$ cat src/rtl/sync_fifo.sv
// sync_fifo: single-clock FIFO with registered read data, empty/full flags and overflow/underflow pulses
module sync_fifo #(
  parameter int DATA_WIDTH = 8,
  parameter int DEPTH = 8,
  parameter int ADDR_WIDTH = 3
) (
  input  logic                  clk,
  input  logic                  rst,
  input  logic                  we,
  input  logic                  re,
  input  logic [DATA_WIDTH-1:0] din,
  output logic                  empty,
  output logic                  full,
  output logic                  wr_err,
  output logic                  rd_err,
  output logic [DATA_WIDTH-1:0] dout
);
  logic [DATA_WIDTH-1:0] mem [DEPTH];
  logic [ADDR_WIDTH-1:0] wr_ptr, rd_ptr;
  logic [ADDR_WIDTH:0] count;
  logic wr_ok, rd_ok;
  assign empty = count == '0;
  assign full = count == (ADDR_WIDTH+1)'(DEPTH);
  assign wr_ok = we & ~full;
  assign rd_ok = re & ~empty;
  always_ff @(posedge clk)
    if (!rst && wr_ok) mem[wr_ptr] <= din;
  always_ff @(posedge clk) begin
    if (rst) begin
      wr_ptr <= '0;
      rd_ptr <= '0;
      count <= '0;
      dout <= '0;
      wr_err <= 1'b0;
      rd_err <= 1'b0;
    end else begin
      wr_err <= we & full;
      rd_err <= re & empty;
      if (wr_ok) wr_ptr <= wr_ptr + ADDR_WIDTH'(1);
      if (rd_ok) begin
        rd_ptr <= rd_ptr + ADDR_WIDTH'(1);
        dout <= mem[rd_ptr];
      end
      count <= (wr_ok && !rd_ok) ? count + (ADDR_WIDTH+1)'(1) :
               (rd_ok && !wr_ok) ? count - (ADDR_WIDTH+1)'(1) : count;
    end
  end
endmodule

$ cat config.mk
export PLATFORM = sky130hd
export DESIGN_NAME = sync_fifo
export DESIGN_NICKNAME = d
export VERILOG_FILES = /design/src/rtl/sync_fifo.sv
export SDC_FILE = /design/constraint.sdc
export NUM_CORES = 1
export LEC_CHECK = 0
export CAP_MARGIN = 15
export CORE_ASPECT_RATIO = 1.5
export CORE_UTILIZATION = 40
export CTS_BUF_LIST = sky130_fd_sc_hd__clkbuf_8
export CTS_CLUSTER_SIZE = 8
export DETAILED_ROUTE_END_ITERATION = 8
export MAX_ROUTING_LAYER = met4
export PLACE_DENSITY = 0.58
export SETUP_SLACK_MARGIN = 0.05
export SLEW_MARGIN = 10
export SYNTH_ARGS = -nofsm -noshare
export SYNTH_HDL_FRONTEND = slang
export SYNTH_SLANG_ARGS = --single-unit
$ cat constraint.sdc
create_clock -name clk -period 3.8 [get_ports clk]
set_input_delay 0.76 -clock clk [delete_from_list [all_inputs] [get_ports clk]]
set_output_delay 0.76 -clock clk [all_outputs]
set_load 0.02 [all_outputs]
; ---- Word level (Yosys, flattened, before mapping)
; Memory sizes are Yosys's and may differ from the RTL's. A register that Yosys moved wholly into a read port is not among the register bits.
; Index checks and enable logic that the tools add are counted.
[totals]
register_bits = 12
latch_bits = 0
mem_bits_rw = 64
mem_bits_ro = 0
input_bits = 12
output_inout_bits = 12
memories = 1
[op_classes]
addsub = 4
n_mul = 0
n_div = 0
magnitude_cmp = 0
n_eq_ne = 1
shift = 0
n_mux = 4
bitwise = 6
reduce_logical = 8
[memory_table]
columns = name, depth, word_bits, read_ports, rd_clocked_by_memory_dff, wr, line
row1 = mem, 8, 8, 1, 1, 1, 18  ; logic [DATA_WIDTH-1:0] mem [DEPTH];
[op_table]
columns = cell, n
row1 = $mux W4, 2
row2 = $add A3 B1 Y3 const B, 2
row3 = $add A4 B1 Y4 const B, 1
row4 = $and A1 B1 Y1, 4
row5 = $eq A4 B4 Y1 const B, 1
row6 = $logic_not A4 Y1, 1
row7 = $sub A4 B1 Y4 const B, 1
row8 = $logic_and A1 B1 Y1, 3
row9 = $logic_not A1 Y1, 3
row10 = $mux W1, 2
row11 = $not A1 Y1, 2
row12 = $reduce_bool A2 Y1, 1

; ---- Longest topological paths before layout
[depth]
ltp_word = 7
ltp_mapped = 11

; ---- Worst setup path after synthesis
; OpenSTA, ideal clock, no wires.
[synth_path]
path_kind = flip-flop to flip-flop
startpoint = reg count[0]
endpoint = reg count[3]
setup_time_ps = 121
arrival_ps = 2454
t_required_ps = 3679
slack_ps = 1226
stages_incl_launch_ff = 12
path_buffers = 1
period_less_slack_ps = 2574
path_cell_list = dfxtp_1 -> or4b_1 -> buf_2 -> nand2_4 -> inv_1 -> ha_1 -> inv_1 -> ha_1 -> a21oi_1 -> a211oi_1 -> a31oi_1 -> mux2_2
[synth_via]
elab_chain_len = 6
word_cells_on_any_way = 15
cone_classes = add/sub: 2 / eq/ne: 1 / mux: 2 / bitwise: 4 / reduce/logical: 6
[synth_rtl]
columns = element, line
row1 = start: declaration, 20  ; logic [ADDR_WIDTH:0] count;
row2 = start signal: assignment, 44  ; count <= (wr_ok && !rd_ok) ? count + (ADDR_WIDTH+1)'(1) :
row3 = $eq A4 B4 Y1 *, 23  ; assign full = count == (ADDR_WIDTH+1)'(DEPTH);
row4 = $not A1 Y1 *, 24  ; assign wr_ok = we & ~full;
row5 = $and A1 B1 Y1 *, 24
row6 = via wr_ok, 21  ; logic wr_ok, rd_ok;
row7 = $logic_not A1 Y1, 45  ; (rd_ok && !wr_ok) ? count - (ADDR_WIDTH+1)'(1) : count;
row8 = $logic_and A1 B1 Y1, 45
row9 = $reduce_bool A2 Y1 (no line), n/a
; The timed path passes the listed nets; every way through them passes the cells marked *. The select of a mux whose other input is x is not followed.
; A chain may end at the register's enable or synchronous reset.

; ---- Final worst setup path
[layout_path]
startpoint = reg count[0]
endpoint = out full
[layout_via]
elab_chain_len = 1
[layout_rtl]
columns = element, line
row1 = $eq A4 B4 Y1, 23
row2 = end: declaration, 13  ; output logic full,
; No other way between the ends.

==> flow_metrics.tcl <==
set metrics [dict create \
    worst_hold_end "dout[2]" \
    globalRouteMet3Util 0.04286 \
    grt.overflow.total 0 \
    gr-usage-met2 0.2755 \
    route.antenna.remaining_nets 0 \
    diodes 0 \
    detailedRoute.firstPassIterationCount 4 \
    max_slew.worst_pin.slew_ps 914.5 \
    power_per_cell_area_nw_per_um2 655.2 \
    share_of_the_clock_period_used_by_the_worst_path 0.7743 \
    critical_path.cell_chain "or4b_1, inv_2, clkdlybuf4s50_1" \
    worst_clock_skew_ps 5.958 \
    timing.slew.headroom 0.3895 \
    floorplan.die.width_um 77.54 \
    dp.final_hpwl_mm 3.959 \
    fmaxAchievable_mhz 339.9 \
    post_synth_instance_area_um2 3423 \
    globalRoute.busiestLayer "met2" \
    cts_max_level 3 \
    syn_inst 198 \
    cts_tree "done" \
    final_critical_path_setup_slack_ps 857.6 \
    gr-usage-all-layers 0.1616 \
    postLayoutCoreUtil 0.4757 \
    initial_cell_density_of_the_core 0.4094 \
    drt_wl_cell_um 18.33 \
    timing_worst_setup_path_type "flip-flop to output pin" \
    syn-mean-instance-area_um2 17.29 \
    num-nets-final 250 \
    asyncSetResetFlopFracSynth 0 \
    worstSetupEndpointType "output pin" \
    clock_sink_count 84 \
    hold_viol 0 \
    num_io_pins 24 \
    r2r-start "count[0]" \
    area_growth_pct 16.19 \
    dieHeight_um 115.3 \
    placement_rows 41 \
    power.share.combinational 0.307 \
    antenna_found_initial 0 \
    hold_buffers 0 \
    max_cap_violations 0 \
    synth.area.top_cells "sky130_fd_sc_hd__edfxtp_1, sky130_fd_sc_hd__dfxtp_1, sky130_fd_sc_hd__mux4_2" \
    synth_top_flop_cell "sky130_fd_sc_hd__edfxtp_1" \
    clk_transition_reported_paths_ps 80 \
    layout_cells_sized_above_1 0.2869 \
    worst_path_max_delay_cell "sky130_fd_sc_hd__or4b_1" \
    syn_warnings 0 \
    power.leakage_nw 1.322 \
    switching_share 0.3172 \
    critical_path_required_ps 3040 \
    detailedRoute.firstIterationViolations 62 \
    ctsRootBufferMaster "sky130_fd_sc_hd__clkbuf_8" \
    totalWireLength_mm 6.305 \
    synth_sequential_area_ratio 0.6784 \
    num-fill-cells 742 \
    buffers_on_ports 23 \
    seq_power_share 0.457 \
    synth_enable_flop_cells 64 \
    timing.final.crit_period_ps 2942 \
    min-delay-start "dout[2]" \
    area_used_by_multi_input_combinational_logic_um2 1012 \
    post_drt_via_cell_ratio 5.081 \
    numCtsBuffers 9 \
    worst-r2r-setup-slack_ps 960 \
    switchingPower_uw 826.7 \
    worst-endpoint-arrival_ps 2180 \
    largest_net_degree_at_the_start_of_global_routing 23 \
    power_frac_clock 0.236 \
    post_cts_resized 0 \
    setup_viol_count_final 0 \
    synth_seq_cells 84 \
    die-area_um2 8940 \
    maxSlewViolCount 0 \
    cellInternalPower_mw 1.779 \
    synth_largest_type_area_fraction 0.5614 \
    totalPowerFinal_mw 2.606 \
    grt_util_met1 0.1748 \
    worst_supply_voltage_drop_on_vdd_mv 0.3692 \
    final.setup.tns_ps 0 \
    min_path_cells 2 \
    critPathLaunchType "flip-flop" \
    insertion_delay_of_the_later_clocked_pin_in_the_worst_skew_pair_ps 350 \
    outcome "finished clean" \
    weighted_congestion_reported_at_the_end_of_routability_driven_placement 0.7019 \
    routed-via-count 1748 \
    worstPathMaxFanout 6 \
    drc 0 \
    worstReg2RegEnd "count[3]" \
    area.sequential_um2 2322 \
    unrepaired_setup_endpoints_after_global_routing "false" \
    post_cts.repair.setup_buffers 0 \
    ff2ff_path_depth 10 \
    grt_first_pass_wirelength_mm 9.639 \
    cts_max_path_buffers 2 \
    vias_in_the_first_global_route 1738 \
    placement.setup.worst_slack_ps 657.4 \
    min_path_type "flip-flop to flip-flop" \
    max_stage_delay_ps 730 \
    yosys.cell_types.count 39 \
    mappedNetlistNets 216 \
    placeableCoreArea_um2 8362 \
    synth_top_cell_by_area "sky130_fd_sc_hd__edfxtp_1" \
]
-- synth_stat cells, drive strengths merged (2+ instances only) --
master / number
mux4: 16
nor2: 25
o22ai: 8
clkbuf: 3
nor3: 10
nand3: 3
ha: 5
nand2: 7
xnor2: 2
nand2b: 4
inv: 4
xor2: 4
edfxtp: 64
dfxtp: 20
buf: 7
a21oi: 4
-- power groups by stage --
stage / logic, mW / clock network [mW] / registers, mW
final: 0.799 / 0.615 / 1.19
after global routing: 0.873 / 0.666 / 1.21
after CTS: 0.817 / 0.632 / 1.20
after detailed placement: 0.813 / 0 / 1.22
after global placement: 0.800 / 0 / 1.22
after floorplan: 0.633 / 0 / 1.19
-- routing by layer --
layer	wire length (um)	share of wire
met1	2645	0.42
met5	0	0
met2	3357	0.53
met3	169	0.027
met4	133	0.021
-- area by class of cell --
type	count	area share
flip-flops and latches	84	0.5838
multi-input cells	100	0.2545
repair buffers	33	0.07675
well taps	107	0.03366
clock buffers	9	0.03114
clock inverters	7	0.01636
inverters	4	0.003775
-- kinds of logic after synthesis --
kind of cell    after synthesis  synth area share
compound gates               15           0.04642
xor+xnor                      6           0.01535
fa+ha+maj                     6           0.02412
buf+inv                      14           0.02595
flops                        84            0.6784
mux                          18            0.1115
simple gates                 55           0.09832
-- critical path: cells and delay by family, from the launching register on --
| kind | cells | cell delay, ps |
|---|---|---|
| buf+inv | 2 | 710 |
| simple gates | 1 | 730 |
| flops | 1 | 400 |
-- registers in the layout (all words and copies together) (netlist names) --
signal / cells
wr_ptr: 3
rd_err: 1
wr_err: 1
count: 4
rd_ptr: 3
mem: 64
dout: 8
-- cell usage in the layout (no fill, tap or decap), types with 2 or more instances in the layout --
cell | synthesis | routed
sky130_fd_sc_hd__nand2b_1 | 3 | 3
sky130_fd_sc_hd__nor3_2 | 9 | 9
sky130_fd_sc_hd__clkinv_2 | 0 | 3
sky130_fd_sc_hd__clkbuf_8 | 0 | 9
sky130_fd_sc_hd__dfxtp_1 | 20 | 20
sky130_fd_sc_hd__nor2_1 | 25 | 25
sky130_fd_sc_hd__clkdlybuf4s50_1 | 0 | 23
sky130_fd_sc_hd__xor2_1 | 4 | 4
sky130_fd_sc_hd__xnor2_1 | 2 | 2
sky130_fd_sc_hd__edfxtp_1 | 64 | 64
sky130_fd_sc_hd__mux4_2 | 16 | 16
sky130_fd_sc_hd__ha_1 | 5 | 5
sky130_fd_sc_hd__buf_4 | 0 | 10
sky130_fd_sc_hd__nand2_4 | 2 | 2
sky130_fd_sc_hd__nand3_1 | 2 | 2
sky130_fd_sc_hd__o22ai_2 | 8 | 8
sky130_fd_sc_hd__inv_1 | 3 | 3
sky130_fd_sc_hd__a21oi_1 | 3 | 3
sky130_fd_sc_hd__nand2_1 | 4 | 4
-- how the worst max path moves through the flow --
stage,startpoint,end
after CTS,count[0],full
after floorplan,count[0],count[3]
final,count[0],full
after detailed placement,re,count[3]
after global placement,re,count[3]
after global routing,count[0],full
-- per-stage QoR --
stage                     hold slack [ps]  cells  instance area [um2]
final                               502.9    344                 3978
after global routing                538.7    344                 3978
after global placement              487.9    328                 3789
after CTS                           510.1    344                 3978
after detailed placement            490.7    328                 3789
after floorplan                     513.0    198                 3423
No activity file was read; power rests on OpenSTA's default activity.
